===== src/rtl/mips_pkg.sv =====
// ----------------------------------------------------------------------------
// mips_pkg
//  Shared definitions for the MIPS program-counter datapath:
//   - default address / jump-index / branch-offset widths
//   - default reset PC and return-address-stack depth
//   - pc_sel_e: encoding of the next-PC source
//   - pc_select(): fixed-priority next-PC source selection
// ----------------------------------------------------------------------------
package mips_pkg;

  localparam int          ADDR_W_DEF    = 32;
  localparam int          IDX_W_DEF     = 26;
  localparam int          OFF_W_DEF     = 16;
  localparam int          RAS_DEPTH_DEF = 4;
  localparam logic [31:0] RESET_PC_DEF  = 32'h0000_0000;

  typedef enum logic [1:0] {
    PC_SEQ = 2'd0,
    PC_BR  = 2'd1,
    PC_JMP = 2'd2,
    PC_JR  = 2'd3
  } pc_sel_e;

  // Register jumps beat J-type jumps, which beat taken branches. Anything
  // that loses in a cycle is dropped.
  function automatic pc_sel_e pc_select(input logic jump_reg,
                                        input logic jump,
                                        input logic branch_taken);
    pc_sel_e sel;
    if (jump_reg)          sel = PC_JR;
    else if (jump)         sel = PC_JMP;
    else if (branch_taken) sel = PC_BR;
    else                   sel = PC_SEQ;
    return sel;
  endfunction

endpackage


===== src/rtl/ras_stack.sv =====
// ----------------------------------------------------------------------------
// ras_stack
//  Circular return-address stack. r_ptr points at the next free slot, the
//  top of stack lives at r_ptr-1. When the stack is full a push simply keeps
//  writing around the ring, which overwrites the oldest entry while the count
//  saturates at DEPTH. A pop on an empty stack is ignored. A simultaneous
//  pop and push replaces the top entry in place.
//
// Ports
//  clk         in   1       rising-edge clock
//  reset       in   1       asynchronous active-high reset (pointer/count)
//  i_push      in   1       push i_push_data
//  i_pop       in   1       pop the top entry (no-op when empty)
//  i_push_data in   W       return address to push
//  o_top       out  W       current top-of-stack entry
//  o_empty     out  1       no valid entries
// ----------------------------------------------------------------------------
module ras_stack
  import mips_pkg::*;
#(
  parameter int DEPTH = RAS_DEPTH_DEF,
  parameter int W     = ADDR_W_DEF
) (
  input  logic         clk,
  input  logic         reset,
  input  logic         i_push,
  input  logic         i_pop,
  input  logic [W-1:0] i_push_data,
  output logic [W-1:0] o_top,
  output logic         o_empty
);

  localparam int PTR_W = (DEPTH > 1) ? $clog2(DEPTH) : 1;
  localparam int CNT_W = $clog2(DEPTH + 1);

  logic [W-1:0]     r_mem [DEPTH];
  logic [PTR_W-1:0] r_ptr;
  logic [CNT_W-1:0] r_cnt;

  logic [PTR_W-1:0] w_top_idx;
  logic             w_do_pop;
  logic             w_full;

  // DEPTH is a power of two, so pointer arithmetic wraps naturally.
  assign w_top_idx = r_ptr - PTR_W'(1);
  assign o_empty   = (r_cnt == '0);
  assign w_full    = (r_cnt == CNT_W'(DEPTH));
  assign w_do_pop  = i_pop && !o_empty;
  assign o_top     = r_mem[w_top_idx];

  always_ff @(posedge clk or posedge reset) begin
    if (reset) begin
      r_ptr <= '0;
      r_cnt <= '0;
    end else if (w_do_pop && i_push) begin
      // Pop then push: depth and pointer unchanged, top gets replaced below.
      r_ptr <= r_ptr;
      r_cnt <= r_cnt;
    end else if (w_do_pop) begin
      r_ptr <= w_top_idx;
      r_cnt <= r_cnt - CNT_W'(1);
    end else if (i_push) begin
      r_ptr <= r_ptr + PTR_W'(1);
      r_cnt <= w_full ? r_cnt : r_cnt + CNT_W'(1);
    end
  end

  // Entry storage is pure data and carries no reset; validity is tracked by r_cnt.
  always_ff @(posedge clk) begin
    if (i_push) begin
      if (w_do_pop) r_mem[w_top_idx] <= i_push_data;
      else          r_mem[r_ptr]     <= i_push_data;
    end
  end

endmodule


===== src/rtl/next_pc_unit.sv =====
// ----------------------------------------------------------------------------
// next_pc_unit
//  Registered program-counter generator. Each unstalled cycle it picks the
//  next PC from sequential, branch, J/JAL or JR/JALR sources and keeps a
//  return-address stack that predicts JR $ra targets.
//
// Ports
//  clk          in   1       rising-edge clock
//  reset        in   1       asynchronous active-high reset
//  stall        in   1       hold PC, RAS and flags; ignore requests
//  branch_taken in   1       conditional branch resolved taken
//  jump         in   1       J-type jump (J/JAL)
//  jump_link    in   1       request links (JAL/JALR)
//  jump_reg     in   1       register jump (JR/JALR)
//  is_return    in   1       register jump is JR $ra (RAS pop)
//  instr_idx    in   IDX_W   jump index field
//  branch_off   in   OFF_W   branch offset field (sign-extended)
//  reg_target   in   ADDR_W  rs value for JR/JALR
//  pc           out  ADDR_W  current PC (registered)
//  pc_plus4     out  ADDR_W  pc + 4
//  link_addr    out  ADDR_W  link value (= pc_plus4)
//  ras_empty    out  1       RAS holds no valid entry
//  ras_mispred  out  1       registered pulse: RAS top != reg_target on pop
//  misalign     out  1       registered pulse: selected target[1:0] != 0
// ----------------------------------------------------------------------------
module next_pc_unit
  import mips_pkg::*;
#(
  parameter int                ADDR_W    = ADDR_W_DEF,
  parameter int                IDX_W     = IDX_W_DEF,
  parameter int                OFF_W     = OFF_W_DEF,
  parameter logic [ADDR_W-1:0] RESET_PC  = ADDR_W'(RESET_PC_DEF),
  parameter int                RAS_DEPTH = RAS_DEPTH_DEF
) (
  input  logic              clk,
  input  logic              reset,
  input  logic              stall,
  input  logic              branch_taken,
  input  logic              jump,
  input  logic              jump_link,
  input  logic              jump_reg,
  input  logic              is_return,
  input  logic [IDX_W-1:0]  instr_idx,
  input  logic [OFF_W-1:0]  branch_off,
  input  logic [ADDR_W-1:0] reg_target,
  output logic [ADDR_W-1:0] pc,
  output logic [ADDR_W-1:0] pc_plus4,
  output logic [ADDR_W-1:0] link_addr,
  output logic              ras_empty,
  output logic              ras_mispred,
  output logic              misalign
);

  logic [ADDR_W-1:0]        r_pc;
  logic                     r_mispred;
  logic                     r_misalign;

  logic [ADDR_W-1:0]        w_pc_plus4;
  logic signed [ADDR_W-1:0] w_off_sext;
  logic [ADDR_W-1:0]        w_br_tgt;
  logic [ADDR_W-1:0]        w_jmp_tgt;
  logic [ADDR_W-1:0]        w_jr_tgt;
  logic [ADDR_W-1:0]        w_target;
  pc_sel_e                  w_sel;

  logic                     w_ras_push;
  logic                     w_ras_pop;
  logic [ADDR_W-1:0]        w_ras_top;
  logic                     w_ras_empty;
  logic                     w_use_ras;

  // Target arithmetic (all wraps modulo 2^ADDR_W)
  assign w_pc_plus4 = r_pc + ADDR_W'(4);
  assign w_off_sext = ADDR_W'($signed(branch_off));
  assign w_br_tgt   = w_pc_plus4 + $unsigned(w_off_sext <<< 2);
  assign w_jmp_tgt  = {w_pc_plus4[ADDR_W-1:IDX_W+2], instr_idx, 2'b00};

  // A return only trusts the RAS when it actually holds something.
  assign w_use_ras  = is_return && !w_ras_empty;
  assign w_jr_tgt   = w_use_ras ? w_ras_top : reg_target;

  assign w_sel = pc_select(jump_reg, jump, branch_taken);

  always_comb begin
    w_target = w_pc_plus4;
    case (w_sel)
      PC_JR:   w_target = w_jr_tgt;
      PC_JMP:  w_target = w_jmp_tgt;
      PC_BR:   w_target = w_br_tgt;
      default: w_target = w_pc_plus4;
    endcase
  end

  // Only a winning, unstalled request touches the stack.
  assign w_ras_push = !stall && jump_link && ((w_sel == PC_JMP) || (w_sel == PC_JR));
  assign w_ras_pop  = !stall && is_return && (w_sel == PC_JR);

  ras_stack #(
    .DEPTH (RAS_DEPTH),
    .W     (ADDR_W)
  ) u_ras (
    .clk         (clk),
    .reset       (reset),
    .i_push      (w_ras_push),
    .i_pop       (w_ras_pop),
    .i_push_data (w_pc_plus4),
    .o_top       (w_ras_top),
    .o_empty     (w_ras_empty)
  );

  // PC and flag registers: flags hold through a stall like the PC does.
  always_ff @(posedge clk or posedge reset) begin
    if (reset) begin
      r_pc       <= RESET_PC;
      r_mispred  <= 1'b0;
      r_misalign <= 1'b0;
    end else if (!stall) begin
      r_pc       <= {w_target[ADDR_W-1:2], 2'b00};
      r_misalign <= (w_target[1:0] != 2'b00);
      r_mispred  <= w_ras_pop && !w_ras_empty && (w_ras_top != reg_target);
    end
  end

  assign pc          = r_pc;
  assign pc_plus4    = w_pc_plus4;
  assign link_addr   = w_pc_plus4;
  assign ras_empty   = w_ras_empty;
  assign ras_mispred = r_mispred;
  assign misalign    = r_misalign;

endmodule


===== config.mk =====
export PLATFORM = sky130hd
export DESIGN_NAME = next_pc_unit
export DESIGN_NICKNAME = d
export VERILOG_FILES = /design/src/rtl/mips_pkg.sv /design/src/rtl/ras_stack.sv /design/src/rtl/next_pc_unit.sv
export SDC_FILE = /design/constraint.sdc
export NUM_CORES = 1
export LEC_CHECK = 0
export ABC_AREA = 1
export CAP_MARGIN = 10
export CORE_MARGIN = 3
export CORE_UTILIZATION = 44
export CTS_BUF_LIST = sky130_fd_sc_hd__clkbuf_4
export DETAILED_ROUTE_END_ITERATION = 8
export PLACE_DENSITY = 0.68
export SYNTH_ARGS = -nofsm -noshare
export SYNTH_HDL_FRONTEND = slang
export SYNTH_SLANG_ARGS = --single-unit

===== constraint.sdc =====
create_clock -name clk -period 5.4 [get_ports clk]
set_input_delay 0.54 -clock clk [delete_from_list [all_inputs] [get_ports clk]]
set_output_delay 0.54 -clock clk [all_outputs]
set_load 0.02 [all_outputs]

==> impl_metrics.yaml, run 1 <==
setup_path:
  worstPathRequired_ps: 4860
  r2r-start: "pc[3]"
  reg2regPathDepth: 20
  cp.arrival_ps: 3380
  reg2reg_setup_slack_ps: 1600
  cp-end-kind: "output port"
  timing.rr.end: "pc[26]"
  startpoint_type: "register"
  crit_type: "register to output port"
  path_max_fanout: 6
clocking:
  hold_buffers: 0
  cts_buffer_depth: 2
  root_buffer: "clkbuf_4"
  cts-buffers-inserted: 17
  clock-sinks: 157
  cts_setup_buffers: 0
  clk_pin_slew_ps: 160
  clk_latency_ps: 600
  htree_num_levels: 4
  cts_resized: 0
  cts_tree: "yes"
run:
  drv_cap: 0
floorplanning:
  dieHeight_um: 166
  initial_core_util: 0.455
  placementRows: 57
  dieArea_um2: 27500
  io_pins: 181
  core_um2: 24700
  dieWidth_um: 166
drt:
  ant_nets: 0
  drt-initial-drc-count: 976
  viasPerCell: 5.36
  wl_met1_mm: 17.1
  dr_wl_met2_mm: 18.9
  routed.top_layer: "met4"
  drt-pass1-iter-count: 5
  wl_met3_mm: 3.64
  vias: 11100
  route.detailed.drc: 0
  wl_per_cell_um: 20.1
  routed_wl_mm: 41.7
logic_synthesis:
  synth_seq_area_share: 0.402
  ys.flop_type: "edfxtp_1"
  yosysMostFrequentCell: "nand2_1"
  synth.largest_area_cell: "edfxtp_1"
  synth.area.top_cells: "edfxtp_1, nand2_1, dfrtp_1, inv_1, ha_1"
  synth_edf_count: 120
  ys_ff_latch: 157
  netlist_area_um2: 11300
  yosys-top-cells-count: "nand2_1, inv_1, edfxtp_1"
  syn_inst: 1588
  avgSynthCellArea_um2: 7.09
  yosys_warnings: 0
  yosys.area.top_type_share: 0.320
  synthArstFlopShare: 0.236
  ys_types: 45
power_and_ir_drop:
  power.density_nw_per_um2: 416
  pwr-share-clk: 0.129
  combPwrFrac: 0.567
  seqPwrFrac: 0.304
  p_int_mw: 2.78
  leakage_nw: 6.35
  p_sw_mw: 2.81
  swShare: 0.503
  peakVddDrop_v: 0.000277
  finalPower_mw: 5.59
final_layout:
  final_cell_area_um2: 13400
  drive_gt1_frac: 0.0556
  area_delta_synth_final_pct: 19.2
  utilization: 0.542
  fin_cells: 2071
  fin_nets: 1856
timing:
  hold_slack_ps: 355
  rsz0062_at_grt: "no"
  fin_worst_skew_ps: 39.1
  hold_violations: 0
  drv_slew: 0
  slew_headroom: 0.364
  period_needed_ps: 3920
  worstMarginPinSlew_ps: 954
  max_freq_mhz: 255
  fin_setup_tns_ps: 0
  setup_ws_ps: 1480
  finalCritPeriodShare: 0.726
  setup_viol_count_final: 0
placement:
  dp_hpwl_mm: 31.7
  portBuffers: 174
  pre_cts_slack_ps: 1310
  dpl-instance-area_um2: 13100
  routabilityCongestion: 0.973
  dp_cells: 2038
global_route:
  grt_max_degree: 51
  grt_usage: 0.297
  grt.overflow.total: 0
  grt_antenna_before_repair: 1
  grt_pass1_vias: 10400
  grt_pass1_wl_mm: 62.1
min_path:
  holdCritPathClass: "input pin to asynchronous set/reset pin"
run_status:
  status: "completed"
## logic make-up after synthesis
family / synth area share
flip-flops: 0.402
other: 0.000333
AO/OA/AOI/OAI: 0.0875
buffers and inverters: 0.109
adder cells (fa/ha/maj): 0.0469
XOR/XNOR: 0.0218
AND/OR/NAND/NOR: 0.332
## flip-flops by register name (all words and copies together), names as in the netlist
register / count
pc: 30
u_ras.r_cnt: 3
u_ras.r_mem: 120
misalign: 1
u_ras.r_ptr: 2
ras_mispred: 1
## layer usage
layer	up-vias	global-route usage
li1	5362	-
met1	5139	0.388
met2	518	0.477
met3	83	0.0586
met4	0	0.137
met5	-	0
## cell type report
cell class / instances / area [µm²]
Antenna cell: 1 / 2.50
Clock buffer: 17 / 128
Clock inverter: 15 / 141
Fill cell: 2397 / 11300
Inverter: 196 / 736
Multi-Input combinational cell: 1162 / 5530
Sequential cell: 157 / 4530
Tap cell: 324 / 405
Timing Repair Buffer: 199 / 1940
## cell usage in the layout, fill, tap and decap left out, types with 6 or more instances in the layout
master / Yosys / final
or2_2: 6 / 6
conb_1: 1 / 6
inv_6: 0 / 6
xor2_1: 24 / 24
nand2_2: 8 / 8
inv_2: 7 / 7
o21ai_0: 83 / 83
o211ai_1: 7 / 7
nor2_1: 100 / 96
nor2_2: 4 / 8
ha_1: 39 / 39
nand3_1: 97 / 97
clkdlybuf4s50_1: 0 / 174
nand2_1: 640 / 640
nand4_1: 30 / 30
o21bai_1: 6 / 6
clkbuf_4: 0 / 17
inv_1: 188 / 188
nor3_1: 7 / 7
a21oi_1: 63 / 63
dfrtp_1: 37 / 36
edfxtp_1: 120 / 120
buf_4: 41 / 24
## power groups by stage
| stage | logic (mW) | registers (mW) | clock network, mW |
|---|---|---|---|
| final | 3.17 | 1.70 | 0.719 |
| after global routing | 3.48 | 1.72 | 0.768 |
| after CTS | 3.15 | 1.69 | 0.726 |
| after floorplan | 2.00 | 1.72 | 0 |
| after global placement | 3.11 | 1.72 | 0 |
| after detailed placement | 3.13 | 1.72 | 0 |
## worst max-delay path by stage
stage | to | from | cells past startpoint | slack (ps)
3_5_place_dp | u_ras.r_mem[2][8] | stall | 8 | 1310
3_3_place_gp | u_ras.r_mem[2][13] | stall | 8 | 1500
6_report | pc_plus4[20] | pc[3] | 9 | 1480
2_1_floorplan | u_ras.r_mem[0][10] | stall | 8 | 2100
5_1_grt | pc[21] | pc[3] | 20 | 1290
4_1_cts | pc_plus4[20] | pc[3] | 9 | 1530
## worst max-delay path, cell delays in order (launching register included)
cell and delay, ps:
dfrtp_1 470, ha_1 260, nand2_1 90, nor2_1 210, nand3_2 140, nor2_2 140, a21oi_1 80, a21oi_1 550
buf_4 260, clkdlybuf4s50_1 620
Power figures use the tool's default switching activity.
==> inputs of run 2 (changes only) <==
--- a/config.mk
+++ b/config.mk
@@ -11,7 +11,7 @@
 export CORE_UTILIZATION = 44
 export CTS_BUF_LIST = sky130_fd_sc_hd__clkbuf_4
 export DETAILED_ROUTE_END_ITERATION = 8
-export PLACE_DENSITY = 0.68
+export PLACE_DENSITY = 0.7
 export SYNTH_ARGS = -nofsm -noshare
 export SYNTH_HDL_FRONTEND = slang
 export SYNTH_SLANG_ARGS = --single-unit
==> constraint.sdc (replaced) <==
create_clock -name clk -period 3.3 [get_ports clk]
set_input_delay 0.33 -clock clk [delete_from_list [all_inputs] [get_ports clk]]
set_output_delay 0.33 -clock clk [all_outputs]
set_load 0.02 [all_outputs]
==> impl_metrics.yaml, run 2 (synthesis results as in run 1) <==
run_status:
  status: "completed"
global_route:
  grt.overflow.total: 0
  grt_usage: 0.315
  grt_pass1_wl_mm: 65.8
  grt_max_degree: 60
  grt_pass1_vias: 10800
  grt_antenna_before_repair: 1
power_and_ir_drop:
  combPwrFrac: 0.582
  peakVddDrop_v: 0.000817
  p_int_mw: 5.02
  p_sw_mw: 4.77
  pwr-share-clk: 0.141
  power.density_nw_per_um2: 681
  finalPower_mw: 9.79
  leakage_nw: 6.96
  swShare: 0.487
  seqPwrFrac: 0.276
timing:
  slew_headroom: 0.530
  drv_slew: 0
  finalCritPeriodShare: 0.990
  rsz0062_at_grt: "yes"
  hold_violations: 0
  max_freq_mhz: 306
  setup_viol_count_final: 0
  fin_worst_skew_ps: 41.7
  worstMarginPinSlew_ps: 705
  period_needed_ps: 3270
clocking:
  htree_num_levels: 4
  clock-sinks: 157
  root_buffer: "clkbuf_4"
  clk_pin_slew_ps: 180
  cts-buffers-inserted: 17
  cts_buffer_depth: 2
  clk_latency_ps: 580
  hold_buffers: 0
  cts_tree: "yes"
floorplanning:
  placementRows: 57
  dieHeight_um: 166
  io_pins: 181
  dieArea_um2: 27500
  core_um2: 24700
  dieWidth_um: 166
  initial_core_util: 0.455
final_layout:
  regArea_um2: 4540
  final_common_cell: "nand2_1"
  drive_gt1_frac: 0.125
  n_fill_cell: 2377
  multi_input_area_um2: 5730
  regMostFlops: "u_ras.r_mem"
  fin_nets: 1940
  fin_cells: 2155
  layout_common_cells: "nand2_1, inv_1, clkdlybuf4s50_1"
  area_delta_synth_final_pct: 27.8
  largest_reg_flops: 120
run:
  drv_cap: 0
placement:
  portBuffers: 174
  dp_hpwl_mm: 34.7
  routabilityCongestion: 0.985
  dp_cells: 2110
setup_path:
  crit_buf_inv: 4
  cp-end-kind: "output port"
  cp.arrival_ps: 2940
  worstPathRequired_ps: 2970
  cp_common_cell: "buf_4"
  cp_cell_sequence: "buf_4 > nand4_1 > nor4_4 > buf_4 > xor2_2 > buf_4 > clkdlybuf4s50_1"
  cp_slowest_cell: "clkdlybuf4s50_1"
  slowest_delay_ps: 620
  startpoint_type: "register"
  path_max_fanout: 7
  crit_type: "register to output port"
  critPathTopFamily: "buffers and inverters"
min_path:
  holdCritPathClass: "input pin to asynchronous set/reset pin"
drt:
  vias: 11400
  route.detailed.drc: 0
  wl_met1_mm: 18.5
  wl_per_cell_um: 20.7
  drt-initial-drc-count: 1081
  wl_met3_mm: 3.87
  routed_wl_mm: 44.6
  drt-pass1-iter-count: 6
  ant_nets: 0
  viasPerCell: 5.29
  routed.top_layer: "met4"
  dr_wl_met2_mm: 20.9
-- run 2: final timing paths --
| check | start | endpoint | slack, ps | depth (start not counted) |
|---|---|---|---|---|
| setup / recovery | pc[7] | link_addr[12] | 30 | 7 |
| hold / removal | reset | pc[27] | 160 | 3 |
| setup reg to reg | pc[7] | pc[15] | 120 | 17 |
| hold reg to reg | misalign | misalign | 510 | 2 |
| max in group asynchronous | reset | pc[4] | 2640 | 3 |
| min in group clk | instr_idx[17] | pc[19] | 470 | 5 |
-- run 2: cell type report --
class | instances | share of cell area
Clock inverter | 15 | 0.0153
Clock buffer | 17 | 0.00887
Multi-Input combinational cell | 1162 | 0.398
Antenna cell | 1 | 0.000174
Sequential cell | 157 | 0.316
Inverter | 196 | 0.0512
Tap cell | 324 | 0.0282
Timing Repair Buffer | 283 | 0.183
-- run 2: power by group through the flow --
stage / clock [mW] / combinational, mW / sequential (mW)
after floorplan: 0 / 3.27 / 2.82
after global placement: 0 / 5.47 / 2.73
after detailed placement: 0 / 5.52 / 2.73
after CTS: 1.39 / 5.55 / 2.69
after global routing: 1.47 / 6.23 / 2.73
final: 1.38 / 5.70 / 2.70
-- run 2: routing by layer --
layer | track usage | vias to the layer above
li1 | - | 5523
met1 | 0.429 | 5280
met2 | 0.519 | 531
met3 | 0.0538 | 62
met4 | 0.0948 | 0
met5 | 0 | -
-- run 2: worst reg2reg max path, stage by stage (launching register included) --
cell	delay [ps]
dfrtp_1	430
buf_4	160
nand4_1	160
nor4_4	350
buf_4	170
xor2_2	240
ha_2	370
nand2_1	80
nand2_1	70
nand2_1	60
nand2_1	60
a21oi_1	150
nand2_2	120
or2_2	280
nand2_1	60
nor2_1	40
o21bai_2	210
nand2_1	70
-- run 2: timing repair --
item                                   in CTS  in global routing
pin swaps                                   0                  8
gates resized for setup                    20                 56
endpoints found under the hold margin       0                  0
setup buffers                               1                 11
setup endpoints to repair                  20                 43
-- run 2: per-stage QoR --
stage                     cell area [µm²]  worst slack, ps  setup TNS (ps)  hold slack (ps)  utilization
after floorplan                     11300             66.5               0              453            -
after global placement              13700             -165            -404              465        0.554
after detailed placement            13700             -134            -236              470        0.554
after CTS                           14100             2.35               0              152        0.570
after global routing                14400            -50.2            -170              171        0.581
final                               14400             34.3               0              165        0.581
